--- config.mk ---
export PLATFORM = sky130hd
export DESIGN_NAME = leading_zero_scan
export DESIGN_NICKNAME = d
export VERILOG_FILES = /design/src/rtl/leading_zero_scan_pkg.sv /design/src/rtl/lz_chunk_enc.sv /design/src/rtl/leading_zero_scan.sv
export SDC_FILE = /design/constraint.sdc
export NUM_CORES = 1
export LEC_CHECK = 0
export ABC_AREA = 1
export CAP_MARGIN = 15
export CELL_PAD_IN_SITES_DETAIL_PLACEMENT = 1
export CELL_PAD_IN_SITES_GLOBAL_PLACEMENT = 2
export CORE_ASPECT_RATIO = 0.8
export CORE_MARGIN = 4
export CORE_UTILIZATION = 28
export DETAILED_ROUTE_END_ITERATION = 16
export GPL_TIMING_DRIVEN = 0
export PLACE_DENSITY = 0.9
export SETUP_SLACK_MARGIN = 0.05
export SLEW_MARGIN = 10
export SYNTH_ARGS = -nofsm -noshare
export SYNTH_HDL_FRONTEND = slang
export SYNTH_SLANG_ARGS = --single-unit
--- constraint.sdc ---
create_clock -name clk -period 2.59 [get_ports clk]
set_clock_uncertainty 0.05 [all_clocks]
set_input_delay 0.518 -clock clk [delete_from_list [all_inputs] [get_ports clk]]
set_output_delay 0.518 -clock clk [all_outputs]
set_load 0.005 [all_outputs]
--- src/rtl/leading_zero_scan_pkg.sv ---
// Shared types and constants for the chunked leading-zero scanner.
package leading_zero_scan_pkg;

    localparam int unsigned SW_DEF = 26;
    localparam int unsigned CW_DEF = 4;
    localparam int unsigned CNTW   = $clog2(SW_DEF + 1);
    localparam int unsigned NCHUNK = (SW_DEF + CW_DEF - 1) / CW_DEF;

    typedef enum logic [1:0] {
        StIdle,
        StScan,
        StDone
    } state_e;

endpackage

--- src/rtl/lz_chunk_enc.sv ---
// Combinational leading-zero encoder for one MSB-aligned chunk.
module lz_chunk_enc #(
    parameter int unsigned CW    = 4,
    parameter int unsigned LASTW = 4,
    parameter int unsigned CCW   = $clog2(CW + 1)
) (
    input  logic [CW-1:0]  data,
    input  logic           last,
    output logic [CCW-1:0] count,
    output logic           nonzero
);

    always_comb begin
        // A narrower final chunk is MSB-aligned with zero padding below it, so a
        // nonzero count is unaffected; only the all-zero count needs its true width.
        count = last ? CCW'(LASTW) : CCW'(CW);
        for (int i = 0; i < CW; i++) begin
            if (data[i]) begin
                count = CCW'(CW - 1 - i);
            end
        end
        nonzero = |data;
    end

endmodule

--- src/rtl/leading_zero_scan.sv ---
// Multi-cycle leading-zero scanner for the adder result, one chunk per cycle from the MSB.
module leading_zero_scan
    import leading_zero_scan_pkg::*;
#(
    parameter int unsigned SW = SW_DEF,
    parameter int unsigned CW = CW_DEF
) (
    input  logic                       clk,
    input  logic                       rst,
    input  logic                       start_i,
    input  logic                       ack_i,
    input  logic [SW-1:0]              Data_i,
    input  logic                       Carry_i,
    output logic                       busy_o,
    output logic                       done_o,
    output logic [$clog2(SW+1)-1:0]    lz_count_o,
    output logic                       zero_o,
    output logic                       shift_right_o
);

    localparam int unsigned LCNTW = $clog2(SW + 1);
    localparam int unsigned NCH   = (SW + CW - 1) / CW;
    localparam int unsigned IW    = (NCH > 1) ? $clog2(NCH) : 1;
    localparam int unsigned PW    = NCH * CW;
    localparam int unsigned LASTW = SW - (NCH - 1) * CW;
    localparam int unsigned CCW   = $clog2(CW + 1);

    state_e            state_q, state_d;
    logic [IW-1:0]     idx_q, idx_d;
    logic [SW-1:0]     data_q, data_d;
    logic              carry_q, carry_d;
    logic [LCNTW-1:0]  lz_q, lz_d;
    logic              zero_q, zero_d;
    logic              sr_q, sr_d;

    logic [PW-1:0]     shifted;
    logic [CW-1:0]     chunk;
    logic              last_chunk;
    logic [CCW-1:0]    enc_count;
    logic              enc_nonzero;

    // Left-align the captured word in a whole number of chunks, then bring chunk idx to the top.
    always_comb begin
        shifted    = (PW'(data_q) << (PW - SW)) << (idx_q * CW);
        chunk      = shifted[PW-1 -: CW];
        last_chunk = (idx_q == IW'(NCH - 1));
    end

    lz_chunk_enc #(
        .CW    (CW),
        .LASTW (LASTW),
        .CCW   (CCW)
    ) u_enc (
        .data    (chunk),
        .last    (last_chunk),
        .count   (enc_count),
        .nonzero (enc_nonzero)
    );

    always_comb begin
        state_d = state_q;
        idx_d   = idx_q;
        data_d  = data_q;
        carry_d = carry_q;
        lz_d    = lz_q;
        zero_d  = zero_q;
        sr_d    = sr_q;
        unique case (state_q)
            StIdle: begin
                if (start_i) begin
                    data_d  = Data_i;
                    carry_d = Carry_i;
                    lz_d    = '0;
                    zero_d  = 1'b0;
                    sr_d    = Carry_i;
                    idx_d   = '0;
                    state_d = Carry_i ? StDone : StScan;
                end
            end
            StScan: begin
                lz_d = lz_q + LCNTW'(enc_count);
                if (enc_nonzero) begin
                    state_d = StDone;
                end else if (last_chunk) begin
                    zero_d  = 1'b1;
                    state_d = StDone;
                end else begin
                    idx_d = idx_q + 1'b1;
                end
            end
            StDone: begin
                if (ack_i) begin
                    state_d = StIdle;
                end
            end
            default: state_d = StIdle;
        endcase
    end

    always_ff @(posedge clk) begin
        if (!rst) begin
            state_q <= StIdle;
            idx_q   <= '0;
            data_q  <= '0;
            carry_q <= 1'b0;
            lz_q    <= '0;
            zero_q  <= 1'b0;
            sr_q    <= 1'b0;
        end else begin
            state_q <= state_d;
            idx_q   <= idx_d;
            data_q  <= data_d;
            carry_q <= carry_d;
            lz_q    <= lz_d;
            zero_q  <= zero_d;
            sr_q    <= sr_d;
        end
    end

    // Captured carry only steers the FSM; the result reports it through shift_right_o.
    logic unused_carry;
    assign unused_carry = carry_q;

    assign busy_o        = (state_q != StIdle);
    assign done_o        = (state_q == StDone);
    assign lz_count_o    = lz_q;
    assign zero_o        = zero_q;
    assign shift_right_o = sr_q;

endmodule
### After elaboration in Yosys (flattened, before gate mapping)

Index checks and enable logic that the tools add are counted.

| operators by class | value |
|---|---|
| $add $sub $neg | 2 |
| equal/unequal tests | 9 |
| shift-type cells | 1 |
| mux-type cells | 21 |
| reduce and logical (&&, ||, !) cells | 9 |

Operators with widths:

| cell | number |
|---|---|
| 28-bit by 5-bit << shifter with 28-bit output | 1 |
| 3-bit 2-to-1 mux | 8 |
| 2-bit 2-to-1 mux | 5 |
| 5-bit case mux with 2 select lines | 1 |
| 2-bit != test (second input constant) | 4 |
| 4-bit AND reduction | 2 |
| 2-bit case mux with 3 select lines | 1 |
| 3-bit case mux with 2 select lines | 1 |
| 5-bit by 3-bit adder with 5-bit output | 1 |
| 5-bit 2-to-1 mux | 1 |
| 2-bit AND reduction | 2 |
| 2-bit nonzero test | 2 |
| 4-bit OR reduction | 1 |
| 3-bit by 1-bit adder with 3-bit output (second input constant) | 1 |
| 3-bit == test (second input constant) | 1 |
| 1-bit 2-to-1 mux | 3 |
| 3-bit by 2-bit != test with 1-bit output (second input constant) | 1 |
| 3-bit AND reduction | 1 |
| 2-bit by 1-bit == test with 1-bit output (second input constant) | 1 |
| 2-bit == test (second input constant) | 1 |
| 2-bit zero test | 1 |
| 2-bit by 1-bit != test with 1-bit output (second input constant) | 1 |
| 1-bit case mux with 2 select lines | 1 |

| word-level totals | value |
|---|---|
| bits in registers | 38 |
| input bits | 31 |
| output and inout bits | 9 |
| logic and storage cells | 48 |

### Longest topological paths before layout

Gate-level depths: netlist of the first run.

| logic depth | value |
|---|---|
| depth after elaboration | 8 |
| mapped depth | 17 |
| gate-level depth less buffers | 17 |

### Hierarchy

From an unflattened synthesis of the first run, not the netlist that was laid out.

| second synthesis, totals | value |
|---|---|
| cells, all modules | 268 |
| area total of the unflattened synthesis | 1875.5 µm² |

Modules (own cells, without submodules):

| module | times used | cells an instance | area each (µm²) | sequential area each (µm²) |
|---|---|---|---|---|
| leading_zero_scan | 1 | 256 | 1820.5 | 760.7 |
| lz_chunk_enc | 1 | 12 | 55.1 | 0.0 |

### Least setup slack after synthesis of the first run

No wires, ideal clock.

| timing path | value |
|---|---|
| path type | register to register |
| start | reg idx_q[2] |
| end | reg lz_q[4] (netlist: lz_count_o[4]) |
| setup time | 0.119 ns |
| data arrival time | 2.221 ns |
| data required time | 2.421 ns |
| setup slack | 0.199 ns |
| cell stages (with the launch flop) | 16 |
| buffers on the path | 0 |
| clock period less this slack | 2.391 ns |
| cell sequence | dfxtp_1 > inv_1 > nor2_4 > o21a_1 > o21ai_2 > nand2_2 > a31oi_1 > nor2_1 > ha_1 > inv_1 > fa_1 > or2_2 > nand2_1 > nand3_1 > o21ai_0 > a21oi_1 |

| on the way | value |
|---|---|
| longest elaborated chain between the ends | 8 |
| elaborated cells on any way between the ends | 9 |
| those cells by class | 1 x add/sub; 1 x eq/ne; 1 x shift; 6 x mux |

Ends and longest elaborated chain:

| element | line | source |
|---|---|---|
| start, declared | leading_zero_scan.sv:29 | `logic [IW-1:0] idx_q, idx_d;` |
| start signal, assigned | leading_zero_scan.sv:111 | `idx_q <= idx_d;` |
| branches (longest 5 deep; another with 28-bit by 5-bit << shifter with 28-bit output) | -- |  |
| 3-bit 2-to-1 mux (*) | lz_chunk_enc.sv:18 | `if (data[i]) begin` |
| 5-bit by 3-bit adder with 5-bit output (*) | leading_zero_scan.sv:81 | `lz_d = lz_q + LCNTW'(enc_count);` |
| 5-bit case mux with 2 select lines (*) | leading_zero_scan.sv:68 | `unique case (state_q)` |
| end signal, assigned | leading_zero_scan.sv:114 | `lz_q <= lz_d;` |
| end, declared | leading_zero_scan.sv:32 | `logic [LCNTW-1:0] lz_q, lz_d;` |

Mark *: on every way between the ends.
A chain may end at the register's enable or synchronous reset.

### Worst setup path after layout of the first run

| timing path | value |
|---|---|
| start | reg idx_q[0] |
| end | reg lz_q[4] (netlist: lz_count_o[4]) |

The elaborated chain is that of the path after synthesis.

==> summary.md, run 1 <==
| Metric | Value |
|---|---|
| Area leader, netlist | dfxtp_1 |
| DRC viols | 0 |
| Core area | 0.00657 mm² |
| Fraction of layout instances using a drive strength above 1 | 0.193 |
| Crit path max fanout | 7 |
| Starting DRT DRC Count | 61 |
| Sequential share of the synthesized area | 0.392 |
| CTS Buf Count | 5 |
| Hold WC Path Type | reg2reg |
| DRT antenna net count | 0 |
| CP Launch Type | register |
| MaxCap Viol Count | 0 |
| Bufs on Longest Clock Path | 2 |
| Switch Pwr | 613 µW |
| Syn nets | 316 |
| Status | finished, final reports clean |
| VDD IR max | 0.217 mV |
| H-Tree Depth | 2 |
| Pin count of the biggest net entering global routing | 12 |
| Gr usage total | 0.144 |
| Detailed Routing Iterations Pass 1 | 4 |
| Clk network pwr share | 0.244 |
| Diode count | 0 |
| DIE HEIGHT | 82.5 µm |
| PwrDens | 638 mW/mm² |
| Critical path capture point type | register |
| Internal power | 1140 µW |
| Max frequency | 412 MHz |
| Critical path type | reg2reg |
| Clock sinks | 38 |
| Syn Inst Count | 279 |
| FF-to-FF setup slack | 160 ps |
| Max Slew Vio Count | 0 |
| Min Tclk post-route | 2430 ps |
| Reg power frac | 0.392 |
| Logic pwr share | 0.364 |
| Top cell type's share of synthesized area | 0.392 |
| Final setup TNS | 0 ps |
| Synth top area cells | dfxtp_1 (39%), nand2_1 (10%), o21ai_0 (7.0%) |
| Core Util, Final | 0.418 |
| Synth warnings | 0 |
| Initial Utilization | 0.295 |
| Synth unique cells | 29 |
| Net Sw Frac | 0.350 |
| WL/cell | 13.7 µm |
| Final Setup Violations | 0 |
| PortBufs | 39 |
| Worst relative slew slack | 0.611 |
| Die area | 0.00833 mm² |
| HPWL after detailed placement | 4090 µm |
| First-pass GRT wire length | 9320 µm |
| Final Hold Vio Count | 0 |
| IO Count | 40 |
| Site Rows | 26 |
| Initial antenna violation count | 0 |
| Fin nets | 372 |
| Mapped cell area | 0.00194 mm² |
| Die X | 101 µm |
| Filler cell count | 835 |
| Post-synthesis register bit count | 38 |
| Asr flop ratio synth | 0 |
| Main flop type after synthesis | dfxtp_1 |
| Avg Inst Size Synth | 6.96 µm² |
| Post-route worst setup slack | 161 ps |
| Vias in the first global route | 1,954 |
| Placer congestion estimate | 0.773 |
| Slew @ Worst Pin | 583 ps |
| CP arrival | 2570 ps |
| Setup WS pre-CTS | -169 ps |
| Vias/cell | 4.63 |
| Total grt overflow | 0 |
| Critical path required time | 2740 ps |
| Total number of vias | 1,946 |
| Synth-to-layout area growth | 41.5% |
| Worst-Skew Late Latency | 290 ps |
| Root Buffer | clkbuf_8 |
| EDFF count, synth | 0 |
| RSZ-0062 raised after global routing | yes |
| Reg clk slew, reported paths | 80 ps |
| Fin crit share | 0.938 |
| CTS tree | done |
| Final wirelength | 5760 µm |
| Leakage | 0.00116 µW |
| CTS Hold Bufs | 0 |
sequential cells by signal, summed over array words and instances, names as in the netlist:
signal / count
lz_count_o: 5
zero_o: 1
idx_q: 3
data_q: 26
shift_right_o: 1
state_q: 2
cells by family (layout without fill, tap and decap cells):
group | after synthesis | in the layout | synth area share
DFF | 38 | 38 | 0.392
and+or+nand+nor | 121 | 121 | 0.282
AOI/OAI and AO/OA | 64 | 64 | 0.180
buffers and inverters | 50 | 107 | 0.104
adders and majority gates | 6 | 6 | 0.0426
synthesized netlist by cell type, drive strengths merged, types with 3 or more instances:
| cell type | instances |
|---|---|
| dfxtp | 38 |
| a21oi | 27 |
| nor2 | 38 |
| buf | 4 |
| nand3 | 18 |
| or2 | 4 |
| clkbuf | 8 |
| nand4 | 3 |
| inv | 38 |
| o21ai | 31 |
| ha | 5 |
| nand2 | 58 |
per-layer routing:
layer,part of all wire,global-route usage,up-vias
li1,-,-,1007
met1,0.49,0.194,906
met2,0.46,0.230,29
met3,0.041,0.0311,4
met4,0.0095,0.0438,0
met5,0,0,-
critical path, cell delays in order, from the launching register on:
cell and delay, ps:
dfxtp_4 390, inv_6 60, buf_8 130, nand2_2 60, nand3_2 60, nand2_2 60
nand2_2 50, nand2_2 80, a31oi_4 90, nor2_2 100, ha_2 200, inv_2 40
fa_2 390, or2_4 240, nand2_2 70, nand3_2 80, o21ai_2 130, a21oi_2 40
area by class of cell:
type                            count  area (µm²)  area share
Multi-Input combinational cell    191        1060       0.387
Sequential cell                    38         772       0.281
Timing Repair Buffer               49         487       0.177
Inverter                           38         153      0.0556
Tap cell                           84         105      0.0383
Clock buffer                        7        86.3      0.0314
Buffer                             12        76.3      0.0278
Clock inverter                      1        5.00     0.00182
power by group through the flow:
stage               clock [µW]  sequential (µW)  combinational (µW)
floorplan                    0              682                 365
global placement             0              690                 512
detailed placement           0              692                 524
CTS                        440              680                 547
global route               467              692                 720
finish                     428              686                 639
through the flow:
step	area, µm²	std cells	power, µW	hold slack (ps)
after floorplan	1940	279	1050	379
after global placement	2440	402	1200	392
after global routing	2750	420	1880	428
final	2750	420	1750	405
after CTS	2580	414	1670	410
after detailed placement	2440	402	1220	399
final timing paths:
| path | startpoint | endpoint | cells after the start |
|---|---|---|---|
| worst max-delay path | idx_q[0] | lz_count_o[4] | 17 |
| worst min-delay path | data_q[12] | data_q[12] | 2 |
| worst max register to register | idx_q[0] | lz_count_o[4] | 17 |
| worst min register to register | data_q[12] | data_q[12] | 2 |
cells in the final DEF, fill, tap and decap left out, drive strengths merged:
cell	n
nand2	58
o21a	1
inv	38
or2	4
ha	5
fa	1
o311ai	1
a21oi	27
a311oi	1
clkdlybuf4s50	39
clkinv	1
o21ai	31
dfxtp	38
nand3	18
nor2	38
buf	13
o211ai	1
a31oi	1
nand4	3
clkbuf	16
a22oi	1
what timing repair did:
| item | CTS | global route |
|---|---|---|
| setup endpoints to repair | 2 | 2 |
| gates resized for setup | 11 | 32 |
| setup buffers | 4 | 4 |
| gates cloned | 0 | 2 |
| pin swaps | 6 | 11 |
| endpoints found under the hold margin | 0 | 0 |
Note: power is estimated with default switching activity, not from simulation.
==> run 2, diff against run 1 <==
--- a/config.mk
+++ b/config.mk
@@ -12,9 +12,11 @@
 export CORE_ASPECT_RATIO = 0.8
 export CORE_MARGIN = 4
 export CORE_UTILIZATION = 28
+export CTS_CLUSTER_SIZE = 16
 export DETAILED_ROUTE_END_ITERATION = 16
 export GPL_TIMING_DRIVEN = 0
 export PLACE_DENSITY = 0.9
+export REMOVE_ABC_BUFFERS = 1
 export SETUP_SLACK_MARGIN = 0.05
 export SLEW_MARGIN = 10
 export SYNTH_ARGS = -nofsm -noshare
==> run 2 against run 1 <==
Largest power group unchanged. Wire length decreased by 9.6%. Worst setup slack got worse by 95 ps. Global-route usage decreased by 0.85 points. Largest cell class unchanged. Register-to-register slack got worse by 90 ps. Sequential share of layout area increased by 1.5 points. Final cell count decreased by 2.9%. Critical path depth decreased by 2. Highest routed layer unchanged.
==> summary.md, run 2 (same netlist as run 1, synthesis figures left out) <==
| Metric | Value |
|---|---|
| Worst relative slew slack | 0.294 (was 0.611) |
| PwrDens | 641 mW/mm² (was 638 mW/mm²) |
| Clock sinks | 38 (unchanged) |
| Critical path required time | 2720 ps (was 2740 ps) |
| Crit path max fanout | 5 (was 7) |
| Bufs on Longest Clock Path | 2 (unchanged) |
| HPWL after detailed placement | 3550 µm (was 4090 µm) |
| Gr usage total | 0.135 (was 0.144) |
| Initial Utilization | 0.295 (unchanged) |
| Fin crit share | 0.974 (was 0.938) |
| DRC viols | 0 (unchanged) |
| Pin count of the biggest net entering global routing | 46 (was 12) |
| Die X | 101 µm (unchanged) |
| Total number of vias | 1,875 (was 1,946) |
| Diode count | 0 (unchanged) |
| CTS Buf Count | 5 (unchanged) |
| Placer congestion estimate | 0.739 (was 0.773) |
| Core area | 0.00657 mm² (unchanged) |
| Routed wl met3 | 199 µm (was 236 µm) |
| First-pass GRT wire length | 8890 µm (was 9320 µm) |
| Fraction of layout instances using a drive strength above 1 | 0.160 (was 0.193) |
| IO Count | 40 (unchanged) |
| Slew @ Worst Pin | 1060 ps (was 583 ps) |
| Min-Delay Startpoint | data_q[19] (was data_q[12]) |
| Top reg by flops | data_q (unchanged) |
| Initial antenna violation count | 0 (unchanged) |
| R2R Path End | lz_count_o[4] (unchanged) |
| Worst Hold Depth | 2 (unchanged) |
| Worst reg2reg path depth | 15 (was 17) |
| VDD IR max | 0.195 mV (was 0.217 mV) |
| Vias/cell | 4.60 (was 4.63) |
| Root Buffer | clkbuf_8 (unchanged) |
| Reg clk slew, reported paths | 80 ps (about the same) |
| Fin nets | 360 (was 372) |
| Cell area after layout | 0.00261 mm² (was 0.00275 mm²) |
| Die area | 0.00833 mm² (unchanged) |
| Critical path type | reg2reg (unchanged) |
| Final Hold Vio Count | 0 (unchanged) |
| DRT antenna net count | 0 (unchanged) |
| Number of flip-flops in the largest register | 26 (unchanged) |
| Filler cell count | 823 (was 835) |
| Hold WC Path Type | reg2reg (unchanged) |
| Min-Delay Endpoint | data_q[19] (was data_q[12]) |
| Detailed Routing Iterations Pass 1 | 4 (unchanged) |
| H-Tree Depth | 2 (unchanged) |
| Dpl cell area | 0.00238 mm² (was 0.00244 mm²) |
| Total grt overflow | 0 (unchanged) |
| Worst-Skew Late Latency | 290 ps (about the same) |
| R2R Path Start | idx_q[2] (was idx_q[0]) |
| Leakage | 0.00111 µW (was 0.00116 µW) |
| Starting DRT DRC Count | 66 (was 61) |
| RSZ-0062 raised after global routing | yes (unchanged) |
| Max Slew Vio Count | 0 (unchanged) |
| CP arrival | 2650 ps (was 2570 ps) |
| Wl on met1 | 2510 µm (was 2810 µm) |
| Site Rows | 26 (unchanged) |
| Status | finished, final reports clean (unchanged) |
| FF-to-FF setup slack | 70 ps (was 160 ps) |
| Commonest non-fill, non-tap cell in the layout | nand2_1 (unchanged) |
| WL/cell | 12.8 µm (was 13.7 µm) |
| CP Launch Type | register (unchanged) |
| Final Setup Violations | 0 (unchanged) |
| Top Metal Used | met4 (unchanged) |
| Min Tclk post-route | 2520 ps (was 2430 ps) |
| Synth-to-layout area growth | 34.4% (was 41.5%) |
| Met2 wire len | 2400 µm (was 2660 µm) |
| PortBufs | 39 (unchanged) |
| Vias in the first global route | 1,902 (was 1,954) |
| Core Util, Final | 0.397 (was 0.418) |
| DIE HEIGHT | 82.5 µm (unchanged) |
| Commonest non-fill, non-tap cells in the layout | nand2_1 (50), clkdlybuf4s50_1 (39), dfxtp_1 (35) (was nand2_1 (45), clkdlybuf4s50_1 (39), dfxtp_1 (35)) |
| Final wirelength | 5210 µm (was 5760 µm) |
| Max frequency | 396 MHz (was 412 MHz) |
| Setup WS pre-CTS | -581 ps (was -169 ps) |
| CTS Hold Bufs | 0 (unchanged) |
| Total power | 1670 µW (was 1750 µW) |
| Critical path capture point type | register (unchanged) |
| CTS tree | done (unchanged) |
| Post-route worst setup slack | 66.5 ps (was 161 ps) |
| MaxCap Viol Count | 0 (unchanged) |
-- run 2: stage by stage --
step                TNS [ps]  hold slack [ps]  std cells
finish                     0              410        408
floorplan                  0              379        267
global placement       -5420              391        390
global route            -105              424        408
detailed placement     -6930              399        390
CTS                    -1.54              410        404
-- run 2: worst max-delay path, cell delays in order, from the launching register on --
cell and delay [ps]:
dfxtp_4 390, clkinvlp_4 130, nor2_4 120, o21a_1 140, o21ai_2 60, nand2_2 60
a31oi_1 110, nor2_1 150, ha_2 200, inv_2 40, fa_2 390, or2_4 240
nand2_2 70, nand3_2 60, o21ai_1 140, a21oi_1 60
-- run 2: report_power, final --
part | switching (µW) | internal, µW
sequential | 44.6 | 647
clock | 213 | 215
combinational | 319 | 232
-- run 2: cell type report --
type	instances	area, µm²	share of cell area
multi-input cells	191	1010	0.387
repair buffers	49	477	0.183
flip-flops and latches	38	772	0.296
clock buffers	7	86.3	0.0331
well taps	84	105	0.0403
clock inverters	1	5.00	0.00192
inverters	38	154	0.0590
-- run 2: worst max-delay path by stage --
stage,slack (ps),startpoint,endpoint,depth (start not counted)
global placement,-540,idx_q[0],lz_count_o[4],16
detailed placement,-580,idx_q[0],lz_count_o[4],16
finish,70,idx_q[2],lz_count_o[4],15
floorplan,10,idx_q[0],lz_count_o[4],16
CTS,-2,idx_q[0],lz_count_o[4],17
global route,-110,idx_q[2],lz_count_o[4],15
-- run 2: what timing repair did --
action	4_1_cts	5_1_grt
pin swaps	6	11
buffers inserted	6	4
endpoints found under the hold margin	0	0
gates resized for setup	10	15
endpoints found under the setup margin	9	3
-- run 2: layer usage --
metal | track usage | vias up
met5 | 0 | -
met4 | 0.0558 | 0
met3 | 0.0210 | 6
met2 | 0.227 | 35
met1 | 0.174 | 856
li1 | - | 978
==> run 3, diff against run 2 <==
--- a/config.mk
+++ b/config.mk
@@ -15,7 +15,7 @@
 export CTS_CLUSTER_SIZE = 16
 export DETAILED_ROUTE_END_ITERATION = 16
 export GPL_TIMING_DRIVEN = 0
-export PLACE_DENSITY = 0.9
+export PLACE_DENSITY_LB_ADDON = 0.1
 export REMOVE_ABC_BUFFERS = 1
 export SETUP_SLACK_MARGIN = 0.05
 export SLEW_MARGIN = 10
==> run 3 against run 2 <==
Final area increased by 9.6%. Via count is 1.1% higher. Sequential share of layout area is 2.6 points lower. Wire length grew 4.9%. First-iteration DRC count is 58% lower. Clock power rose by 2%. Critical path type unchanged. Critical endpoint unchanged.
==> summary.md, run 3 (same netlist as run 1, synthesis figures left out) <==
| Metric | Value |
|---|---|
| Final Hold Vio Count | 0 (unchanged) |
| Die X | 101 µm (unchanged) |
| IO Count | 40 (unchanged) |
| Starting DRT DRC Count | 28 (was 66) |
| DRC viols | 0 (unchanged) |
| Number of flip-flops in the largest register | 26 (unchanged) |
| Initial antenna violation count | 0 (unchanged) |
| CTS tree | done (unchanged) |
| Worst relative slew slack | 0.438 (was 0.294) |
| Worst-Skew Late Latency | 290 ps (about the same) |
| VDD IR max | 0.203 mV (was 0.195 mV) |
| Detailed Routing Iterations Pass 1 | 4 (unchanged) |
| Area occupied by multi-input gates | 0.00116 mm² (was 0.00101 mm²) |
| Reg area | 772 µm² (unchanged) |
| Core area | 0.00657 mm² (unchanged) |
| Hold WS | 409 ps (was 410 ps) |
| Vias/cell | 4.56 (was 4.60) |
| Critical path type | reg2reg (unchanged) |
| Pin count of the biggest net entering global routing | 46 (unchanged) |
| Critical path required time | 2720 ps (about the same) |
| CTS Hold Bufs | 0 (unchanged) |
| Clock sinks | 38 (unchanged) |
| WL/cell | 13.1 µm (was 12.8 µm) |
| Final wirelength | 5460 µm (was 5210 µm) |
| Initial Utilization | 0.295 (unchanged) |
| Synth-to-layout area growth | 47.3% (was 34.4%) |
| Gr usage total | 0.135 (about the same) |
| Vias in the first global route | 1,927 (was 1,902) |
| Setup crit start | idx_q[0] (was idx_q[2]) |
| Placer congestion estimate | 0.749 (was 0.739) |
| H-Tree Depth | 2 (unchanged) |
| Min-Delay Startpoint | data_q[21] (was data_q[19]) |
| CP arrival | 2560 ps (was 2650 ps) |
| R2R Path Start | idx_q[0] (was idx_q[2]) |
| Bufs on Longest Clock Path | 2 (unchanged) |
| Critical path capture point type | register (unchanged) |
| Slew @ Worst Pin | 840 ps (was 1060 ps) |
| Reg clk slew, reported paths | 80 ps (about the same) |
| Setup WS pre-CTS | -651 ps (was -581 ps) |
| First-pass GRT wire length | 8920 µm (was 8890 µm) |
| Fin crit share | 0.939 (was 0.974) |
| MaxCap Viol Count | 0 (unchanged) |
| Commonest non-fill, non-tap cell in the layout | clkdlybuf4s50_1 (was nand2_1) |
| Dpl cell area | 0.00238 mm² (unchanged) |
| Leakage | 0.00118 µW (was 0.00111 µW) |
| PwrDens | 646 mW/mm² (was 641 mW/mm²) |
| Fin nets | 368 (was 360) |
| CTS Buf Count | 5 (unchanged) |
| Filler cell count | 806 (was 823) |
| DRT antenna net count | 0 (unchanged) |
| Hold WC Path Type | reg2reg (unchanged) |
| FF-to-FF setup slack | 160 ps (was 70 ps) |
| Max Slew Vio Count | 0 (unchanged) |
| DIE HEIGHT | 82.5 µm (unchanged) |
| PortBufs | 39 (unchanged) |
| Fraction of layout instances using a drive strength above 1 | 0.262 (was 0.160) |
| Die area | 0.00833 mm² (unchanged) |
| Total number of vias | 1,895 (was 1,875) |
| Max frequency | 411 MHz (was 396 MHz) |
| Cell area after layout | 0.00286 mm² (was 0.00261 mm²) |
| CP Launch Type | register (unchanged) |
| RSZ-0062 raised after global routing | yes (unchanged) |
| Site Rows | 26 (unchanged) |
| Status | finished, final reports clean (unchanged) |
| Top reg by flops | data_q (unchanged) |
| Post-route worst setup slack | 159 ps (was 66.5 ps) |
| Commonest non-fill, non-tap cells in the layout | clkdlybuf4s50_1 (39), nand2_1 (37), dfxtp_1 (35) (was nand2_1 (50), clkdlybuf4s50_1 (39), dfxtp_1 (35)) |
| Diode count | 0 (unchanged) |
| Final Setup Violations | 0 (unchanged) |
| Total grt overflow | 0 (unchanged) |
| Min Tclk post-route | 2430 ps (was 2520 ps) |
| Crit path max fanout | 5 (unchanged) |
| Root Buffer | clkbuf_8 (unchanged) |
| HPWL after detailed placement | 3550 µm (about the same) |
## run 3: per-layer routing
metal  GRT usage  vias to the layer above  part of all wire
li1            -                      997                 -
met1       0.181                      859              0.52
met2       0.218                       34              0.43
met3      0.0294                        5             0.043
met4      0.0372                        0            0.0081
met5           0                        -                 0
## run 3: through the flow
step	TNS (ps)	total power [µW]	util	instances
3_5_place_dp	-8140	1200	0.362	390
6_report	0	1850	0.435	416
3_3_place_gp	-7190	1190	0.362	390
5_1_grt	-3.39	1990	0.435	416
2_1_floorplan	0	1030	-	267
4_1_cts	0	1670	0.388	403
## run 3: cell type report
cell class	count	area share
Clock buffer	6	0.0289
Clock inverter	2	0.00438
Multi-Input combinational cell	191	0.406
Timing Repair Buffer	57	0.199
Tap cell	84	0.0368
Inverter	38	0.0551
Sequential cell	38	0.270
## run 3: what timing repair did
action                                  4_1_cts  5_1_grt
endpoints found under the setup margin       16        4
hold endpoints to repair                      0        0
buffers inserted                              5       13
cloned                                        0        0
pin swaps                                     5       27
resized for setup                            14       51
## run 3: power breakdown
part           internal (µW)  leakage (µW)  switching (µW)
Sequential               647      0.000315            50.9
Combinational            327      0.000818             387
Clock                    214     0.0000472             222
Total                   1190       0.00118             659
## run 3: path summary, 6_finish.rpt
kind	endpoint	depth (start not counted)
setup / recovery	lz_count_o[4]	16
hold reg to reg	data_q[21]	2
setup reg to reg	lz_count_o[4]	16
hold / removal	data_q[21]	2
## run 3: worst max-delay path: stages (launching register included)
cell	delay (ps)
dfxtp_4	420
buf_6	110
buf_6	110
nand2_1	60
nand3_2	80
nand2_2	60
nand2_2	90
nand2_4	70
nor2_4	130
ha_4	140
inv_2	40
fa_2	390
or2_4	240
nand2_2	60
nand3_2	70
o21ai_2	140
a21oi_1	50
